### src/rtl/gsc_pkg.sv
// Shared definitions for the grammar session controller: state and verdict
// encodings, default timing constants and a small width helper.
package gsc_pkg;

    typedef enum logic [1:0] {
        ST_IDLE   = 2'd0,
        ST_ACTIVE = 2'd1,
        ST_HOLD   = 2'd2
    } state_t;

    typedef enum logic [1:0] {
        V_NONE    = 2'd0,
        V_ACCEPT  = 2'd1,
        V_REJECT  = 2'd2,
        V_TIMEOUT = 2'd3
    } verdict_t;

    localparam int DEF_TIMEOUT_CYCLES = 12000;
    localparam int DEF_HOLD_CYCLES    = 6000000;
    localparam int DEF_CNT_W          = 16;

    function automatic int gsc_max(input int a, input int b);
        return (a > b) ? a : b;
    endfunction

endpackage

### src/rtl/gsc_timer.sv
// Up-counting interval timer with synchronous clear, count enable and a
// terminal-count flag. On terminal count it reloads to zero instead of wrapping.
module gsc_timer #(
    parameter int LIMIT = 2,
    parameter int W     = 1
) (
    input  logic clk,
    input  logic rst_n,
    input  logic clear,
    input  logic en,
    output logic tc
);

    logic [W-1:0] count;

    assign tc = (count == W'(LIMIT - 1));

    // Count while enabled; clear has priority, terminal count reloads.
    always_ff @(posedge clk) begin
        if (!rst_n) begin
            count <= '0;
        end else if (clear) begin
            count <= '0;
        end else if (en) begin
            count <= tc ? '0 : count + 1'b1;
        end
    end

endmodule

### src/rtl/grammar_session_ctrl.sv
// Session sequencer between uart_rx and grammar_fsm. Forwards bytes into the
// FSM, ends a session on a verdict or an inter-byte timeout, pulses fsm_rst to
// re-arm the FSM and stretches the verdict onto the LED outputs.
// Optional verdict counters are built when GSC_COUNTERS_EN is defined.
//
//   state     | meaning
//   ----------+-----------------------------------------------------------
//   ST_IDLE   | waiting for the first byte of a session
//   ST_ACTIVE | forwarding bytes, watching verdict and inter-byte timeout
//   ST_HOLD   | verdict shown on LEDs, incoming bytes dropped
module grammar_session_ctrl
    import gsc_pkg::*;
#(
    parameter int TIMEOUT_CYCLES = DEF_TIMEOUT_CYCLES,
    parameter int HOLD_CYCLES    = DEF_HOLD_CYCLES
`ifdef GSC_COUNTERS_EN
    ,
    parameter int CNT_W          = DEF_CNT_W
`endif
) (
    input  logic       clk,
    input  logic       rst_n,
    input  logic [7:0] rx_data,
    input  logic       rx_valid,
    input  logic       fsm_accept,
    input  logic       fsm_reject,
    output logic [7:0] fsm_data,
    output logic       fsm_valid,
    output logic       fsm_rst,
    output logic       led_accept,
    output logic       led_reject,
    output logic       rx_drop,
    output logic       busy
`ifdef GSC_COUNTERS_EN
    ,
    output logic [CNT_W-1:0] accept_count,
    output logic [CNT_W-1:0] reject_count,
    output logic [CNT_W-1:0] timeout_count
`endif
);

    localparam int TW = $clog2(gsc_max(TIMEOUT_CYCLES, HOLD_CYCLES));

    state_t   state;
    verdict_t verdict;
    logic     idle_tc;
    logic     hold_tc;

    // Inter-byte timer: any received byte restarts it; it only runs in ACTIVE.
    gsc_timer #(.LIMIT(TIMEOUT_CYCLES), .W(TW)) u_idle_timer (
        .clk   (clk),
        .rst_n (rst_n),
        .clear (rx_valid),
        .en    (state == ST_ACTIVE),
        .tc    (idle_tc)
    );

    // Verdict hold timer: restarted on verdict entry, runs only in HOLD.
    gsc_timer #(.LIMIT(HOLD_CYCLES), .W(TW)) u_hold_timer (
        .clk   (clk),
        .rst_n (rst_n),
        .clear (verdict != V_NONE),
        .en    (state == ST_HOLD),
        .tc    (hold_tc)
    );

    // Verdict resolution: reject beats accept; a byte arriving on the expiry cycle cancels the timeout.
    always_comb begin
        verdict = V_NONE;
        if (state == ST_ACTIVE) begin
            if (fsm_reject) begin
                verdict = V_REJECT;
            end else if (fsm_accept) begin
                verdict = V_ACCEPT;
            end else if (idle_tc && !rx_valid) begin
                verdict = V_TIMEOUT;
            end
        end
    end

    // Session FSM with registered outputs.
    always_ff @(posedge clk) begin
        if (!rst_n) begin
            state      <= ST_IDLE;
            fsm_data   <= '0;
            fsm_valid  <= 1'b0;
            fsm_rst    <= 1'b1;
            led_accept <= 1'b0;
            led_reject <= 1'b0;
            rx_drop    <= 1'b0;
            busy       <= 1'b0;
        end else begin
            fsm_valid <= 1'b0;
            fsm_rst   <= 1'b0;
            rx_drop   <= 1'b0;
            case (state)
                ST_IDLE: begin
                    if (rx_valid) begin
                        fsm_data  <= rx_data;
                        fsm_valid <= 1'b1;
                        state     <= ST_ACTIVE;
                        busy      <= 1'b1;
                    end
                end
                ST_ACTIVE: begin
                    if (verdict != V_NONE) begin
                        state      <= ST_HOLD;
                        led_accept <= (verdict == V_ACCEPT);
                        led_reject <= (verdict != V_ACCEPT);
                        fsm_rst    <= 1'b1;
                        rx_drop    <= rx_valid;
                    end else if (rx_valid) begin
                        fsm_data  <= rx_data;
                        fsm_valid <= 1'b1;
                    end
                end
                ST_HOLD: begin
                    rx_drop <= rx_valid;
                    if (hold_tc) begin
                        led_accept <= 1'b0;
                        led_reject <= 1'b0;
                        state      <= ST_IDLE;
                        busy       <= 1'b0;
                    end
                end
                default: begin
                    state <= ST_IDLE;
                    busy  <= 1'b0;
                end
            endcase
        end
    end

`ifdef GSC_COUNTERS_EN
    // Saturating verdict counters; a timeout counts as a reject too.
    always_ff @(posedge clk) begin
        if (!rst_n) begin
            accept_count  <= '0;
            reject_count  <= '0;
            timeout_count <= '0;
        end else begin
            if (verdict == V_ACCEPT && accept_count != '1) begin
                accept_count <= accept_count + 1'b1;
            end
            if ((verdict == V_REJECT || verdict == V_TIMEOUT) && reject_count != '1) begin
                reject_count <= reject_count + 1'b1;
            end
            if (verdict == V_TIMEOUT && timeout_count != '1) begin
                timeout_count <= timeout_count + 1'b1;
            end
        end
    end
`endif

endmodule

### config.mk
export PLATFORM = sky130hd
export DESIGN_NAME = grammar_session_ctrl
export DESIGN_NICKNAME = d
export VERILOG_FILES = /design/src/rtl/gsc_pkg.sv /design/src/rtl/gsc_timer.sv /design/src/rtl/grammar_session_ctrl.sv
export SDC_FILE = /design/constraint.sdc
export NUM_CORES = 1
export LEC_CHECK = 0
export ABC_AREA = 1
export BUFFER_PORTS_ARGS = -buffer_cell sky130_fd_sc_hd__buf_4
export CAP_MARGIN = 20
export CORE_MARGIN = 3
export CORE_UTILIZATION = 59
export CTS_CLUSTER_SIZE = 16
export DETAILED_ROUTE_END_ITERATION = 10
export PLACE_DENSITY = 0.9
export SYNTH_ARGS = -nofsm -noshare
export SYNTH_HDL_FRONTEND = slang
export SYNTH_SLANG_ARGS = --single-unit
### constraint.sdc
create_clock -name clk -period 1.9 [get_ports clk]
set_input_delay 0 -clock clk [delete_from_list [all_inputs] [get_ports clk]]
set_output_delay 0 -clock clk [all_outputs]
set_load 0.005 [all_outputs]
## Word level (Yosys, flattened, before mapping)

Cells that the tools add are included.

| word-level totals | value |
|---|---|
| output and inout port bits | 14 |
| input bits | 13 |
| register bits after elaboration | 62 |
| logic and storage cells | 63 |

| operators by class | value |
|---|---|
| bitwise gates (word level) | 2 |
| add/sub/neg operators | 2 |
| reductions and logical operators | 12 |
| muxes and demuxes | 27 |
| equal/unequal tests | 10 |

Operator list:

| operator | number |
|---|---|
| adder 23 x 1 -> 23 bit, second input constant | 2 |
| 2-to-1 mux 23 bit | 2 |
| equality test 23 x 14 -> 1 bit, second input constant | 1 |
| equality test 23 bit, second input constant | 1 |
| 2-to-1 mux 8 bit | 2 |
| case mux 8 bit (2 select lines) | 1 |
| 2-to-1 mux 2 bit | 7 |
| 2-to-1 mux 1 bit | 9 |
| AND reduction 3 bit | 3 |
| case mux 1 bit (2 select lines) | 4 |
| inequality test 2 bit, second input constant | 3 |
| case mux 2 bit (3 select lines) | 1 |
| nonzero test 2 bit | 3 |
| equality test 2 x 1 -> 1 bit, second input constant | 2 |
| inequality test 2 x 1 -> 1 bit, second input constant | 2 |
| OR reduction 2 bit | 2 |
| case mux 1 bit (3 select lines) | 1 |
| equality test 2 bit, second input constant | 1 |
| logical NOT 2 bit | 1 |
| NOT 1 bit | 2 |
| AND reduction 2 bit | 1 |
| logical AND 1 bit | 1 |
| logical NOT 1 bit | 1 |

## Depth between registers and ports, before layout

| depth | value |
|---|---|
| depth after elaboration | 9 |
| depth in mapped cells | 13 |
| depth with buffers taken out | 13 |

## Hierarchy

A second synthesis with hierarchy kept.

| unflattened totals | value |
|---|---|
| cells, all modules | 504 |
| area, all modules | 3532.1 µm² |

Modules (own cells, without submodules):

| module | instances | cells each | area an instance (µm²) |
|---|---|---|---|
| gsc_timer at u_hold_timer | 1 | 201 | 1396.3 |
| gsc_timer at u_idle_timer | 1 | 199 | 1368.8 |
| grammar_session_ctrl | 1 | 104 | 767.0 |

## Worst setup path after synthesis

No wires, ideal clock.

| timing path | value |
|---|---|
| path type | register -> register |
| start point | reg state[1] |
| end point | reg u_idle_timer.count[20] |
| buffers on the path | 0 |
| slack | 0.315 ns |
| data arrival time | 1.468 ns |
| cell stages (with the launch flop) | 14 |
| cell sequence | dfxtp_1 > inv_1 > ha_1 > nand2_2 > nor2_4 > nand2_2 > nor2_2 > nand2_2 > nor2_4 > nand2_4 > nor2_4 > nand3_1 > nand2_1 > a21oi_1 |

| between the ends | value |
|---|---|
| longest elaborated chain between the ends | 1 |

RTL lines:

| element | line | RTL |
|---|---|---|
| start: declaration | grammar_session_ctrl.sv:44 | `state_t state;` |
| start signal: assignment | grammar_session_ctrl.sv:84 | `state <= ST_IDLE;` |
| start signal: assignment | grammar_session_ctrl.sv:101 | `state <= ST_ACTIVE;` |
| start signal: assignment | grammar_session_ctrl.sv:107 | `state <= ST_HOLD;` |
| equality test 2 x 1 -> 1 bit | grammar_session_ctrl.sv:54 | `.en (state == ST_ACTIVE),` |
| end signal: assignment | gsc_timer.sv:25 | `count <= tc ? '0 : count + 1'b1;` |
| end: declaration | gsc_timer.sv:14 | `logic [W-1:0] count;` |

Every way passes these cells.
A chain may end at the register's enable or synchronous reset.

## Worst setup path after layout

| timing path | value |
|---|---|
| start point | reg u_idle_timer.count[1] |
| end point | reg state[0] |

| between the ends | value |
|---|---|
| longest elaborated chain between the ends | 9 |

RTL lines:

| element | line | RTL |
|---|---|---|
| equality test 23 x 14 -> 1 bit | gsc_timer.sv:16 | `assign tc = (count == W'(LIMIT - 1));` |
| logical AND 1 bit | grammar_session_ctrl.sv:75 | `end else if (idle_tc && !rx_valid) begin` |
| 2-to-1 mux 2 bit | grammar_session_ctrl.sv:75 |  |
| 2-to-1 mux 2 bit | grammar_session_ctrl.sv:73 | `end else if (fsm_accept) begin` |
| 2-to-1 mux 2 bit | grammar_session_ctrl.sv:71 | `if (fsm_reject) begin` |
| 2-to-1 mux 2 bit | grammar_session_ctrl.sv:70 | `if (state == ST_ACTIVE) begin` |
| nonzero test 2 bit | grammar_session_ctrl.sv:106 | `if (verdict != V_NONE) begin` |
| inequality test 2 x 1 -> 1 bit (no source line) | n/a |  |
| AND reduction 3 bit (no source line) | n/a |  |

Every way passes these cells.

==> reports/summary.log <==
INFO  critical_path  setup.worst_path.class=reg -> reg
INFO  layout         syn_to_final_growth=23.0%
INFO  placed_design  gp_routability_congestion=0.963
INFO  layout         design.final.nets=505
INFO  synth          synth_warn=0
INFO  synth          post-synth-top-area-fraction=39.9%
INFO  floorplanning  area_of_the_core=4910um2
INFO  pwr            worst_ir_drop_vdd=0.787mV
INFO  pwr            power_density=953nW/um2
INFO  critical_path  critical_path_peak_fanout=15
INFO  sta            achievable-frequency=536MHz
INFO  clocking       cts_root_buffer=clkbuf_8
INFO  clocking       numCtsBuffers=9
INFO  critical_path  regToRegSetupSlack=0.04ns
INFO  pwr            power_frac_comb=23.8%
INFO  critical_path  worst_path_buffer_plus_inverter_count=0
INFO  synth          synth-seq-area-share=39.9%
INFO  synth          syn_inst_count=435
INFO  pwr            power.switching=1.17mW
INFO  floorplanning  design.die.area=6170um2
INFO  sta            finalClockSkew=0.0130ns
INFO  floorplanning  initial_utilization=63.3%
INFO  synth          synth.ff_latch_count=62
INFO  routing        post_drt_via_cell_ratio=5.74
INFO  floorplanning  chipHeight=78.6um
INFO  synth          synth_largest_area_cell=dfxtp_1
INFO  routing        totalWireLength=8.79mm
INFO  synth          mappedNetlistNets=453
INFO  pwr            pwr-share-clk=36.0%
INFO  synth          number_of_enable_flip_flop_cells_after_synthesis=0
INFO  pwr            p_leak=1.48nW
INFO  routing        detailedRoute.firstIterationViolations=344
INFO  floorplanning  die_x=78.6um
INFO  routing        detail_route.first_pass.iterations=5
INFO  pwr            p_int=2.47mW
INFO  placed_design  place.detailed.hpwl=5.25mm
INFO  pwr            p_seq_share=40.2%
INFO  sta            finalHoldViolCount=0
INFO  clocking       clock_tree_buffer_depth=2
INFO  critical_path  cpMaxStageDelayCell=dfxtp_2
INFO  global_routing antenna_found_initial=0
INFO  layout         sequential_cell_area=1250um2
INFO  critical_path  r2r_start=u_idle_timer.count[1]$_SDFFE_PP0P_
INFO  global_routing globalRouteTotalUtil=28.7%
INFO  sta            post-route-worst-setup-slack=0.0356ns
INFO  layout         num_antenna_cells=0
INFO  min_path       timing.hold.worst.class=in -> reg
INFO  outcome        outcome=finished, final reports clean
INFO  critical_path  critPathLaunchType=flop
INFO  synth          post_synth_main_area_contributors=dfxtp_1 (40%), nand2_1 (9.7%), nor2_1 (7.7%), a21oi_1 (5.8%), nand3_1 (5.8%)
INFO  synth          synthDistinctLibCells=32
INFO  clocking       tritoncts_num_sinks=62
INFO  layout         final_instance_area=3820um2
INFO  synth          synthFlopType=dfxtp_1
INFO  clocking       cts_tree=yes
INFO  critical_path  timing.critical_path.to_type=flop
INFO  global_routing grt_first_pass_wirelength=13.8mm
INFO  routing        drc=0
INFO  critical_path  crit_arrival=2.12ns
INFO  sta            min_period=1.86ns
INFO  critical_path  critical-path-max-stage-delay=0.37ns
INFO  sta            finalCritPeriodShare=98.1%
INFO  floorplanning  pin_count=27
INFO  critical_path  crit_required=2.15ns
INFO  synth          synth.cell_area=3110um2
INFO  placed_design  io_buffer_count=26
INFO  layout         postLayoutCoreUtil=77.9%
INFO  sta            timing.slew.headroom=69.5%
INFO  flow_run       max_cap_violations=0
INFO  global_routing grt_max_degree=16
INFO  clocking       clk_pin_slew_worst_paths=0.08ns
INFO  sta            setup_violations=0
INFO  layout         final.fill_count=311
INFO  global_routing grt_overflow=0
INFO  sta            tightest_slew=0.453ns
INFO  synth          syn_area_per_cell=7.14um2
INFO  pwr            power.switching_fraction=32.1%
INFO  critical_path  timing.critical_path.max_delay_family=simple AND/OR/NAND/NOR gates
INFO  placed_design  detailedPlace.worstSlack=0.0513ns
INFO  layout         layout-drive-gt1-share=19.3%
INFO  routing        vias=3210
INFO  critical_path  worstPathCellList=ha_2 -> nand3_1 -> nor2_2 -> nand4_1 -> nand2_2 -> nand2_4 -> nand2_1 -> nand3_1 -> nand2_1 -> nor2_1
INFO  clocking       clk-insertion-delay-late=0.36ns
INFO  synth          postSynth.asyncResetShare=0%
INFO  sta            rsz_0062_raised_after_global_routing=true
INFO  layout         leading_cell_types_in_the_layout_fill_and_taps_excluded=nand2_1 (79), nor2_1 (61), dfxtp_1 (58), inv_1 (45)
INFO  routing        count_of_nets_left_with_antenna_violations_after_detail_routing=0
INFO  placed_design  placedInstanceArea=3400um2
INFO  sta            hold-worst-slack=0.0964ns
INFO  global_routing first_global_vias=3149
INFO  clocking       cts_max_level=3
INFO  sta            timing_max_transition_violations_final=0
INFO  routing        route.detailed.wl_per_inst=15.7um
INFO  layout         mostFrequentLayoutCell=nand2_1
INFO  floorplanning  rows=25
INFO  min_path       launch_instance_of_the_worst_min_delay_path=fsm_accept
INFO  critical_path  worstSetupStartpoint=u_idle_timer.count[1]$_SDFFE_PP0P_
INFO  layout         multi_input_comb_area=1710um2
[worst reg2reg max path, stage by stage, from the launching register on]
cell	delay, ns
dfxtp_2	0.37
ha_2	0.21
nand3_1	0.12
nor2_2	0.24
nand4_1	0.15
nand2_2	0.13
nand2_4	0.15
nand2_1	0.16
nand3_1	0.09
nand2_1	0.08
nor2_1	0.05
[per-layer routing]
metal,up-vias,share of wire [%],track usage [%]
met1,1459,38,31.2
met4,0,5.4,15.2
li1,1525,-,-
met2,174,48,49.9
met3,52,7.8,8.72
met5,-,0,0
[cells by family (layout without fill, tap and decap cells)]
logic type                 Yosys count  after routing  synth area share [%]
adders and majority gates            5              5                  2.01
and+or+nand+nor                    244            244                  37.2
buffers and inverters               54            111                  6.84
xor gates and xnor gates            18             18                  5.07
DFF                                 62             62                  39.9
AOI/OAI and AO/OA                   52             52                  8.90
[cell type report]
class                           instances  share of cell area, %
Multi-Input combinational cell        319                   44.6
Sequential cell                        62                   32.6
Timing Repair Buffer                   48                   10.2
Inverter                               47                   4.61
Clock buffer                            9                   3.24
Clock inverter                          7                   2.55
Tap cell                               67                   2.19
[flip-flops by register name (all words and copies together), names as in the netlist]
register and flops:
u_hold_timer.count 23, rx_drop 1, fsm_valid 1, led_reject 1, state 2, led_accept 1
busy 1, fsm_data 8, fsm_rst 1, u_idle_timer.count 23
[power by group through the flow]
stage | Clock [mW] | Sequential, mW | Combinational [mW]
2_1_floorplan | 0 | 1.47 | 0.484
3_3_place_gp | 0 | 1.47 | 0.732
3_5_place_dp | 0 | 1.47 | 0.754
4_1_cts | 1.32 | 1.44 | 0.781
5_1_grt | 1.37 | 1.47 | 0.930
6_report | 1.31 | 1.46 | 0.868
[cells in the mapped netlist, types with 7 or more instances]
master	instances
nand2_1	80
nor2_1	64
dfxtp_1	62
inv_1	46
a21oi_1	36
nand3_1	36
xor2_1	14
nand4_1	12
nand2_2	10
nor3_1	9
nor2_2	7
nor4_1	7
[timing repair]
action                                  CTS  global route
buffers inserted                          0             3
endpoints found under the setup margin    0            36
hold endpoints to repair                 13             0
gates resized for setup                   0            17
hold buffers                             12             0
[metrics by stage]
stage	TNS (ns)	std cells	total power [mW]
6_report	0	559	3.64
5_1_grt	-0.683	559	3.77
4_1_cts	0	556	3.54
3_5_place_dp	0	528	2.23
3_3_place_gp	0	528	2.20
2_1_floorplan	0	435	1.95
[worst paths after layout]
check	to	cells after the start
hold / removal	led_accept$_SDFFE_PN0P_	5
setup reg to reg	state[0]$_SDFFE_PN0P_	10
hold reg to reg	fsm_data[4]$_SDFFE_PN0P_	2
setup / recovery	state[0]$_SDFFE_PN0P_	10
Note: power is estimated with default switching activity, not from simulation.
